===== src/rtl/cs5361_sample_fifo.sv =====
// cs5361_sample_fifo
// Sits after the cs5361 serial receiver. Each rising edge of adcstrobe
// captures one sample into a circular FIFO. The FIFO is read through a
// show-ahead valid/ready port. The block also flags dropped samples and
// tracks a slowly decaying peak magnitude for a signal-present indicator.
//
// Pointers and fill are all registered. Because of that, rd_valid and
// rd_data only change on a clock edge. There is no combinational path
// from adcstrobe or rd_ready to rd_valid.
module cs5361_sample_fifo #(
  parameter int AW        = 4,
  parameter int DECAY_DIV = 4096
) (
  input  logic          mclk,
  input  logic          rst_,
  input  logic [7:0]    adcval,
  input  logic          adcstrobe,
  output logic [7:0]    rd_data,
  output logic          rd_valid,
  input  logic          rd_ready,
  output logic [AW:0]   fill,
  output logic          ovfl,
  input  logic          clr_ovfl,
  output logic [6:0]    level
);

  localparam int DEPTH = 2**AW;
  localparam int DW    = $clog2(DECAY_DIV);

  localparam logic [AW:0]   FULL_CNT = (AW+1)'(DEPTH);
  localparam logic [AW:0]   FILL_ONE = (AW+1)'(1);
  localparam logic [AW-1:0] PTR_ONE  = AW'(1);
  localparam logic [DW-1:0] DCNT_MAX = DW'(DECAY_DIV - 1);
  localparam logic [DW-1:0] DCNT_ONE = DW'(1);

  logic [7:0]    r_mem [DEPTH];
  logic [AW-1:0] r_wr_ptr;
  logic [AW-1:0] r_rd_ptr;
  logic [AW:0]   r_fill;
  logic          r_ovfl;
  logic          r_stb_d;
  logic [6:0]    r_level;
  logic [DW-1:0] r_dcnt;

  logic          w_cap;
  logic          w_full;
  logic          w_empty;
  logic          w_rd;
  logic          w_wr;
  logic          w_drop;
  logic          w_tick;
  logic [6:0]    w_neg;
  logic [6:0]    w_mag;
  logic [6:0]    w_dec;

  assign w_cap   = adcstrobe & ~r_stb_d;
  assign w_full  = (r_fill == FULL_CNT);
  assign w_empty = (r_fill == '0);
  assign w_rd    = ~w_empty & rd_ready;
  // When the FIFO is full, a simultaneous read frees a slot in the same
  // cycle, so the new sample is still accepted.
  assign w_wr    = w_cap & (~w_full | w_rd);
  assign w_drop  = w_cap & w_full & ~w_rd;
  assign w_tick  = (r_dcnt == DCNT_MAX);

  assign w_neg   = ~adcval[6:0] + 7'd1;
  assign w_dec   = (w_tick && r_level != 7'd0) ? r_level - 7'd1 : r_level;

  // Magnitude of the two's-complement sample. -128 has no positive
  // 8-bit counterpart, so it saturates to 127.
  always_comb begin
    w_mag = adcval[6:0];
    if (adcval[7]) begin
      if (adcval == 8'h80) w_mag = 7'd127;
      else                 w_mag = w_neg;
    end
  end

  assign rd_valid = ~w_empty;
  assign rd_data  = r_mem[r_rd_ptr];
  assign fill     = r_fill;
  assign ovfl     = r_ovfl;
  assign level    = r_level;

  // Sample storage. The memory is intentionally not reset.
  always_ff @(posedge mclk) begin
    if (w_wr) r_mem[r_wr_ptr] <= adcval;
  end

  // Strobe edge detector, write/read pointers and fill count.
  always_ff @(posedge mclk or negedge rst_) begin
    if (!rst_) begin
      r_stb_d  <= 1'b0;
      r_wr_ptr <= '0;
      r_rd_ptr <= '0;
      r_fill   <= '0;
    end else begin
      r_stb_d <= adcstrobe;
      if (w_wr) r_wr_ptr <= r_wr_ptr + PTR_ONE;
      if (w_rd) r_rd_ptr <= r_rd_ptr + PTR_ONE;
      case ({w_wr, w_rd})
        2'b10:   r_fill <= r_fill + FILL_ONE;
        2'b01:   r_fill <= r_fill - FILL_ONE;
        default: r_fill <= r_fill;
      endcase
    end
  end

  // Sticky overflow flag. A drop in the same cycle as clr_ovfl wins.
  always_ff @(posedge mclk or negedge rst_) begin
    if (!rst_)         r_ovfl <= 1'b0;
    else if (w_drop)   r_ovfl <= 1'b1;
    else if (clr_ovfl) r_ovfl <= 1'b0;
  end

  // Free-running decay timer and peak-level tracker. The level is updated
  // even when the sample itself is dropped because the FIFO was full.
  always_ff @(posedge mclk or negedge rst_) begin
    if (!rst_) begin
      r_dcnt  <= '0;
      r_level <= 7'd0;
    end else begin
      r_dcnt <= w_tick ? '0 : r_dcnt + DCNT_ONE;
      if (w_cap && w_mag > w_dec) r_level <= w_mag;
      else                        r_level <= w_dec;
    end
  end

endmodule


===== config.mk =====
export PLATFORM = sky130hd
export DESIGN_NAME = cs5361_sample_fifo
export DESIGN_NICKNAME = d
export VERILOG_FILES = /design/src/rtl/cs5361_sample_fifo.sv
export SDC_FILE = /design/constraint.sdc
export NUM_CORES = 1
export LEC_CHECK = 0
export BUFFER_PORTS_ARGS = -buffer_cell sky130_fd_sc_hd__buf_4
export CAP_MARGIN = 20
export CELL_PAD_IN_SITES_DETAIL_PLACEMENT = 0
export CELL_PAD_IN_SITES_GLOBAL_PLACEMENT = 1
export CORE_MARGIN = 5
export CORE_UTILIZATION = 47
export DETAILED_ROUTE_END_ITERATION = 10
export HOLD_SLACK_MARGIN = 0.02
export MAX_ROUTING_LAYER = met4
export PLACE_DENSITY = 0.75
export REMOVE_ABC_BUFFERS = 1
export SLEW_MARGIN = 20
export SYNTH_ARGS = -nofsm -noshare
export SYNTH_HDL_FRONTEND = slang
export SYNTH_SLANG_ARGS = --single-unit

===== constraint.sdc =====
create_clock -name mclk -period 3.4 [get_ports mclk]
set_input_delay 0.51 -clock mclk [delete_from_list [all_inputs] [get_ports mclk]]
set_output_delay 0.51 -clock mclk [all_outputs]
set_load 0.1 [all_outputs]

==> metrics.md, run 1 <==
| Metric | Value |
|---|---|
| Crit path cell chain | `ha_2 > nand4_2 > nor3_4 > nand2_1 > nor4b_4 > xnor2_1 > ha_1 > a21o_1 > a21o_1 > a21oi_1 > o31ai_1 > o21ai_4 > buf_4 > mux2i_1` |
| Sink Count | `162` |
| # DRC | `0` |
| Fillcell total | `1,147` |
| Starting DRT DRC Count | `222` |
| Top_reg_cell synth | `edfxtp_1` |
| Internal | `4450 uW` |
| WS Path Type | `flop to flop` |
| Global-route usage over all layers | `0.175` |
| Syn_area_per_cell | `17.2 sq um` |
| Clk Latency, worst-skew pair | `420 ps` |
| Antenna Diode Count | `0` |
| Die height | `132 um` |
| Die area | `0.0176 sq mm` |
| Hold WC Path Type | `input pin to async pin` |
| Static leakage | `0.00298 uW` |
| Cell variety after synth | `50` |
| Post-synthesis cell area | `0.00705 sq mm` |
| Final net count | `490` |
| Initial antenna violation count | `0` |
| Post-Syn Instances | `409` |
| GPL Wtd Cong | `0.800` |
| Via density | `5.53` |
| Pre-antenna DRT Iters | `4` |
| Worst-path fanout max | `6` |
| EDFF count, synth | `128` |
| Switching share of power | `0.404` |
| Final total power | `7480 uW` |
| CP Capture Type | `flop` |
| Part of the power in registers | `0.343` |
| First-pass GRT wire length | `22,400 um` |
| Max-cap violations | `0` |
| Routed vias | `3,624` |
| Ranking of synthesized cells by area | `edfxtp_1, mux4_2, dfrtp_1, ha_1, and2_1` |
| Ys Warns | `0` |
| Post-Route Skew | `6.88 ps` |
| Slowest stage delay, CP | `390 ps` |
| Width of the die | `132 um` |
| Grt total ovfl | `0` |
| Minimum clock period after layout | `3200 ps` |
| Area grow syn2layout | `15.3%` |
| Largest net degree at the start of global routing | `36` |
| Power Density | `919 mW/mm^2` |
| Hold-fix buffers at CTS | `0` |
| Pre-CTS WS | `13.6 ps` |
| Post-detail-place hpwl | `8820 um` |
| Register area share after synthesis | `0.666` |
| Worst setup margin | `205 ps` |
| Slew at the pin with the worst max-slew slack | `740 ps` |
| Critical path's top delay family | `compound AO/OA/AOI/OAI gates` |
| Routed wire length | `14,000 um` |
| Top cells by count, synth | `edfxtp_1, mux4_2, dfrtp_1, nand2_1, and2_1` |
| Vias in the first global route | `3,868` |
| Final hold violation count | `0` |
| Final slew viol count | `0` |
| Maximum VDD drop | `0.575 mV` |
| Port-buffer cells | `34` |
| Worst EP arrival | `3530 ps` |
| Synth top area share | `0.545` |
| Status | `complete, no violations` |
| Post-synth top area cell | `edfxtp_1` |
| I/O pins | `35` |
| RSZ-0062 raised after global routing | `false` |
| Req. time, crit path | `3740 ps` |
| CP bufs+invs | `1` |
| Fin crit share | `0.940` |
| Clock buffer depth | `2` |
| # rows | `44` |
| Register bit total from synthesis | `162` |
| FMAX | `313 MHz` |
| Clock root buffer | `clkbuf_16` |
| Synth async-reset ratio | `0.210` |
| Core ar. | `0.0146 sq mm` |
| DR WL/cell | `21.4 um` |
| Critical path's slowest cell | `dfrtp_1` |
| Total setup buffers inserted after CTS | `0` |
| Worst-path clk slew | `60 ps` |
| Max H-tree Level | `4` |
| CTS tree | `done` |
| Max_slew headroom | `0.507` |
| Sw power | `3020 uW` |
| Logic pwr share | `0.415` |
| Setup violators final | `0` |
| Layout cell share with drive strength beyond 1 | `0.263` |
| Critical path launch point type | `flop` |
| Top-count cell post-synth | `edfxtp_1` |
| CTS Buf Count | `17` |
| Cell mode on critical path | `a21o_1` |
| Initial Util | `0.482` |
| Clk pwr share | `0.241` |
| Post-route ant nets | `0` |
[final cells by class]
| cell class | instances | area (sq um) | area share |
|---|---|---|---|
| Multi-Input combinational cell | 218 | 2260 | 0.278 |
| Timing Repair Buffer | 42 | 328 | 0.0403 |
| Clock inverter | 10 | 111 | 0.0137 |
| Sequential cell | 162 | 4700 | 0.577 |
| Tap cell | 184 | 230 | 0.0283 |
| Inverter | 17 | 63.8 | 0.00785 |
| Clock buffer | 22 | 444 | 0.0546 |
[placed cells by master (no fill, tap or decap), types with 3 or more instances in the layout]
| master | count |
|---|---|
| o21ai_0 | 8 |
| xnor2_1 | 13 |
| a21o_1 | 3 |
| nand3_1 | 7 |
| mux4_2 | 40 |
| xor2_1 | 13 |
| clkbuf_1 | 5 |
| o31ai_1 | 3 |
| dfrtp_1 | 33 |
| nor2b_1 | 3 |
| nor2_1 | 13 |
| a21oi_1 | 6 |
| buf_4 | 41 |
| mux2i_1 | 8 |
| edfxtp_1 | 128 |
| nand2_1 | 23 |
| clkbuf_16 | 17 |
| ha_1 | 17 |
| nand4_1 | 5 |
| clkinv_2 | 3 |
| and2_1 | 21 |
| inv_1 | 17 |
[power groups by stage]
| stage | Sequential [uW] | Clock [uW] | Combinational, uW |
|---|---|---|---|
| 2_1_floorplan | 3200 | 0 | 1840 |
| 3_3_place_gp | 2600 | 0 | 3110 |
| 3_5_place_dp | 2610 | 0 | 3140 |
| 4_1_cts | 2570 | 1840 | 3150 |
| 5_1_grt | 2600 | 1930 | 3290 |
| 6_report | 2570 | 1800 | 3110 |
[routing by layer]
layer	up-vias	wire [um]	share of wire	global-route usage
met1	1855	5970	0.43	0.221
met4	0	155	0.011	0.0520
li1	1683	-	-	-
met2	70	7290	0.52	0.287
met5	-	0	0	-
met3	16	596	0.043	0.0387
[through the flow]
step                      instance area, sq um  cells  hold slack (ps)  TNS, ps   util
after CTS                                 8120    655             37.1        0  0.555
after global placement                    7560    623              467        0  0.516
final                                     8130    655             37.6        0  0.555
after global routing                      8130    655             60.4        0  0.555
after floorplan                           7000    397              214    -2990      -
after detailed placement                  7560    623              479        0  0.516
[worst paths after layout]
check                      slack [ps]                       to           startpoint  cells past startpoint
max reg2reg                       200       level[1]$_DFF_PN0_  r_dcnt[0]$_DFF_PN0_                     14
min                                40         ovfl$_DFFE_PN0P_                 rst_                      1
min reg2reg                       490      r_dcnt[0]$_DFF_PN0_  r_dcnt[0]$_DFF_PN0_                      1
min in group mclk                 210        r_stb_d$_DFF_PN0_            adcstrobe                      1
max                               200       level[1]$_DFF_PN0_  r_dcnt[0]$_DFF_PN0_                     14
max in group asynchronous        3010  r_rd_ptr[0]$_DFFE_PN0P_                 rst_                      1
[state kept, by name, indices dropped and copies added (netlist names)]
name,flops
r_mem,128
level,7
ovfl,1
r_stb_d,1
r_wr_ptr,4
fill,5
r_rd_ptr,4
r_dcnt,12
[cells by family after synthesis]
group / after synthesis / synth area share
simple gates: 95 / 0.0774
compound gates: 28 / 0.0289
fa+ha+maj: 19 / 0.0348
mux: 49 / 0.141
xor+xnor: 27 / 0.0357
flops: 162 / 0.666
buf+inv: 29 / 0.0163
[repair_timing]
action,in CTS,in global routing
pin swaps,0,0
endpoints found under the setup margin,2,5
gates resized for setup,1,2
endpoints found under the hold margin,0,0
Note: power is estimated with default switching activity, not from simulation.
==> run 2: changes to the inputs <==
==> constraint.sdc (replaced) <==
create_clock -name mclk -period 3.4 [get_ports mclk]
set_input_delay 0.68 -clock mclk [delete_from_list [all_inputs] [get_ports mclk]]
set_output_delay 0.68 -clock mclk [all_outputs]
set_load 0.1 [all_outputs]
==> run 2 against run 1 <==
  * Sequential cell count unchanged
  * Total power grew 4.0%
  * Critical path type is now flop to primary output
  * Register-to-register slack improved by 30 ps
  * Core utilization is 0.85 points higher
  * Global-route usage down 0.28 points
  * Highest routed layer unchanged
  * Maximum frequency decreased by 0.64%
  * Clock power up 14%
  * Critical path depth decreased by 10
  * Sequential power is 2% higher
  * First-iteration DRC count grew 18%
  * Clock skew is 0.69 ps lower
  * Cell area is 1.5% higher
==> metrics.md, run 2 (synthesis gave the netlist of run 1 again) <==
| Metric | Value |
|---|---|
| Status | `complete, no violations` |
| Final net count | `492` |
| Post-Route Skew | `6.19 ps` |
| Critical path launch point type | `flop` |
| Setup total negative slack | `0 ps` |
| Layout cell share with drive strength beyond 1 | `0.273` |
| Static leakage | `0.00303 uW` |
| Max H-tree Level | `4` |
| Post-detail-place hpwl | `9170 um` |
| Routed vias | `3,636` |
| DR WL/cell | `20.7 um` |
| R2r startpoint | `r_dcnt[0]$_DFF_PN0_` |
| GPL Wtd Cong | `0.817` |
| Worst EP arrival | `2540 ps` |
| Setup violators final | `0` |
| Setup crit start | `r_rd_ptr[0]$_DFFE_PN0P_` |
| Worst reg2reg path depth | `15` |
| Worst-path fanout max | `18` |
| Width of the die | `132 um` |
| WS Path Type | `flop to primary output` |
| Clock buffer depth | `2` |
| CP Capture Type | `primary output` |
| Die area | `0.0176 sq mm` |
| Minimum clock period after layout | `3220 ps` |
| Area grow syn2layout | `17.1%` |
| Routed wire length | `13,600 um` |
| CTS tree | `done` |
| RSZ-0062 raised after global routing | `false` |
| Fin crit share | `0.946` |
| CTS Buf Count | `17` |
| Max_slew headroom | `0.552` |
| Hold WC Path Type | `input pin to async pin` |
| Post-route ant nets | `0` |
| Maximum VDD drop | `0.649 mV` |
| Pre-antenna DRT Iters | `5` |
| Largest net degree at the start of global routing | `35` |
| Sink Count | `162` |
| Initial antenna violation count | `0` |
| Max reg flops | `128` |
| FMAX | `311 MHz` |
| Final slew viol count | `0` |
| Slew at the pin with the worst max-slew slack | `671 ps` |
| Antenna Diode Count | `0` |
| # rows | `44` |
| Port-buffer cells | `34` |
| Final Non-Filler Cells | `657` |
| # DRC | `0` |
| Final total power | `7780 uW` |
| Global-route usage over all layers | `0.172` |
| Worst-path clk slew | `60 ps` |
| Vias in the first global route | `3,890` |
| Via density | `5.53` |
| Initial Util | `0.482` |
| Clock root buffer | `clkbuf_16` |
| Commonest non-fill, non-tap cell in the layout | `edfxtp_1` |
| Grt total ovfl | `0` |
| Core ar. | `0.0146 sq mm` |
| Dpl cells | `625` |
| I/O pins | `35` |
| Max-cap violations | `0` |
| Power Density | `942 mW/mm^2` |
| First-pass GRT wire length | `22,200 um` |
| Largest reg by FF count | `r_mem` |
| Starting DRT DRC Count | `262` |
| Die height | `132 um` |
| Req. time, crit path | `2720 ps` |
| Most frequent cells in the layout | `edfxtp_1, buf_4, mux4_2, dfrtp_1, nand2_1` |
| Finished Core Util | `0.564` |
| Clk Latency, worst-skew pair | `420 ps` |
| Final hold violation count | `0` |
==> run 2: cell types whose count changed in the layout (fill, tap and decap cells not counted), sizes merged <==
cell / change
buf: +2
clkinv: -2
clkbuf: -3
inv: +1
clkinvlp: +1
bufinv: +3
==> run 2: worst max-delay path, cell delays in order, from the launching register on <==
cell and delay [ps]:
dfrtp_2 560, buf_12 240, mux4_2 550, mux4_2 500
buf_4 250
==> run 2: path summary, 6_finish.rpt <==
kind	slack (ps)	endpoint
worst max-delay path	180	rd_data[5]
worst min-delay path	210	r_dcnt[9]$_DFF_PN0_
worst max register to register	230	level[2]$_DFF_PN0_
worst min register to register	490	r_dcnt[0]$_DFF_PN0_
max in group asynchronous	2850	r_rd_ptr[0]$_DFFE_PN0P_
min in group mclk	380	r_stb_d$_DFF_PN0_
==> run 2: timing repair <==
action / in CTS / in global routing
gates resized for setup: 0 / 2
buffers inserted: 0 / 0
endpoints found under the setup margin: 0 / 7
hold buffers: 0 / 0
==> run 2: routing by layer <==
layer	vias up	share of wire	wire, um	global-route usage
met1	1835	0.44	6020	0.230
met3	14	0.063	865	0.0501
li1	1683	-	-	-
met2	104	0.49	6610	0.263
met5	-	0	0	-
met4	0	0.0099	135	0.0450
==> run 2: power by group <==
part / internal [uW] / total (uW) / switching, uW
combinational: 1070 / 3100 / 2030
clock: 1300 / 2060 / 755
sequential: 2340 / 2610 / 270
==> run 2: per-stage QoR <==
step,cell area (sq um),setup slack [ps],hold WS (ps)
2_1_floorplan,7000,-546,384
3_3_place_gp,7600,129,464
3_5_place_dp,7600,37.6,483
4_1_cts,8240,25.5,211
5_1_grt,8260,11.0,234
6_report,8260,184,209
==> run 2: area by class of cell <==
type	instances	area [sq um]
Multi-Input combinational cell	218	2260
Timing Repair Buffer	44	368
Clock inverter	13	209
Clock buffer	19	433
Inverter	17	63.8
Sequential cell	162	4700
Tap cell	184	230
Fill cell	1117	6390
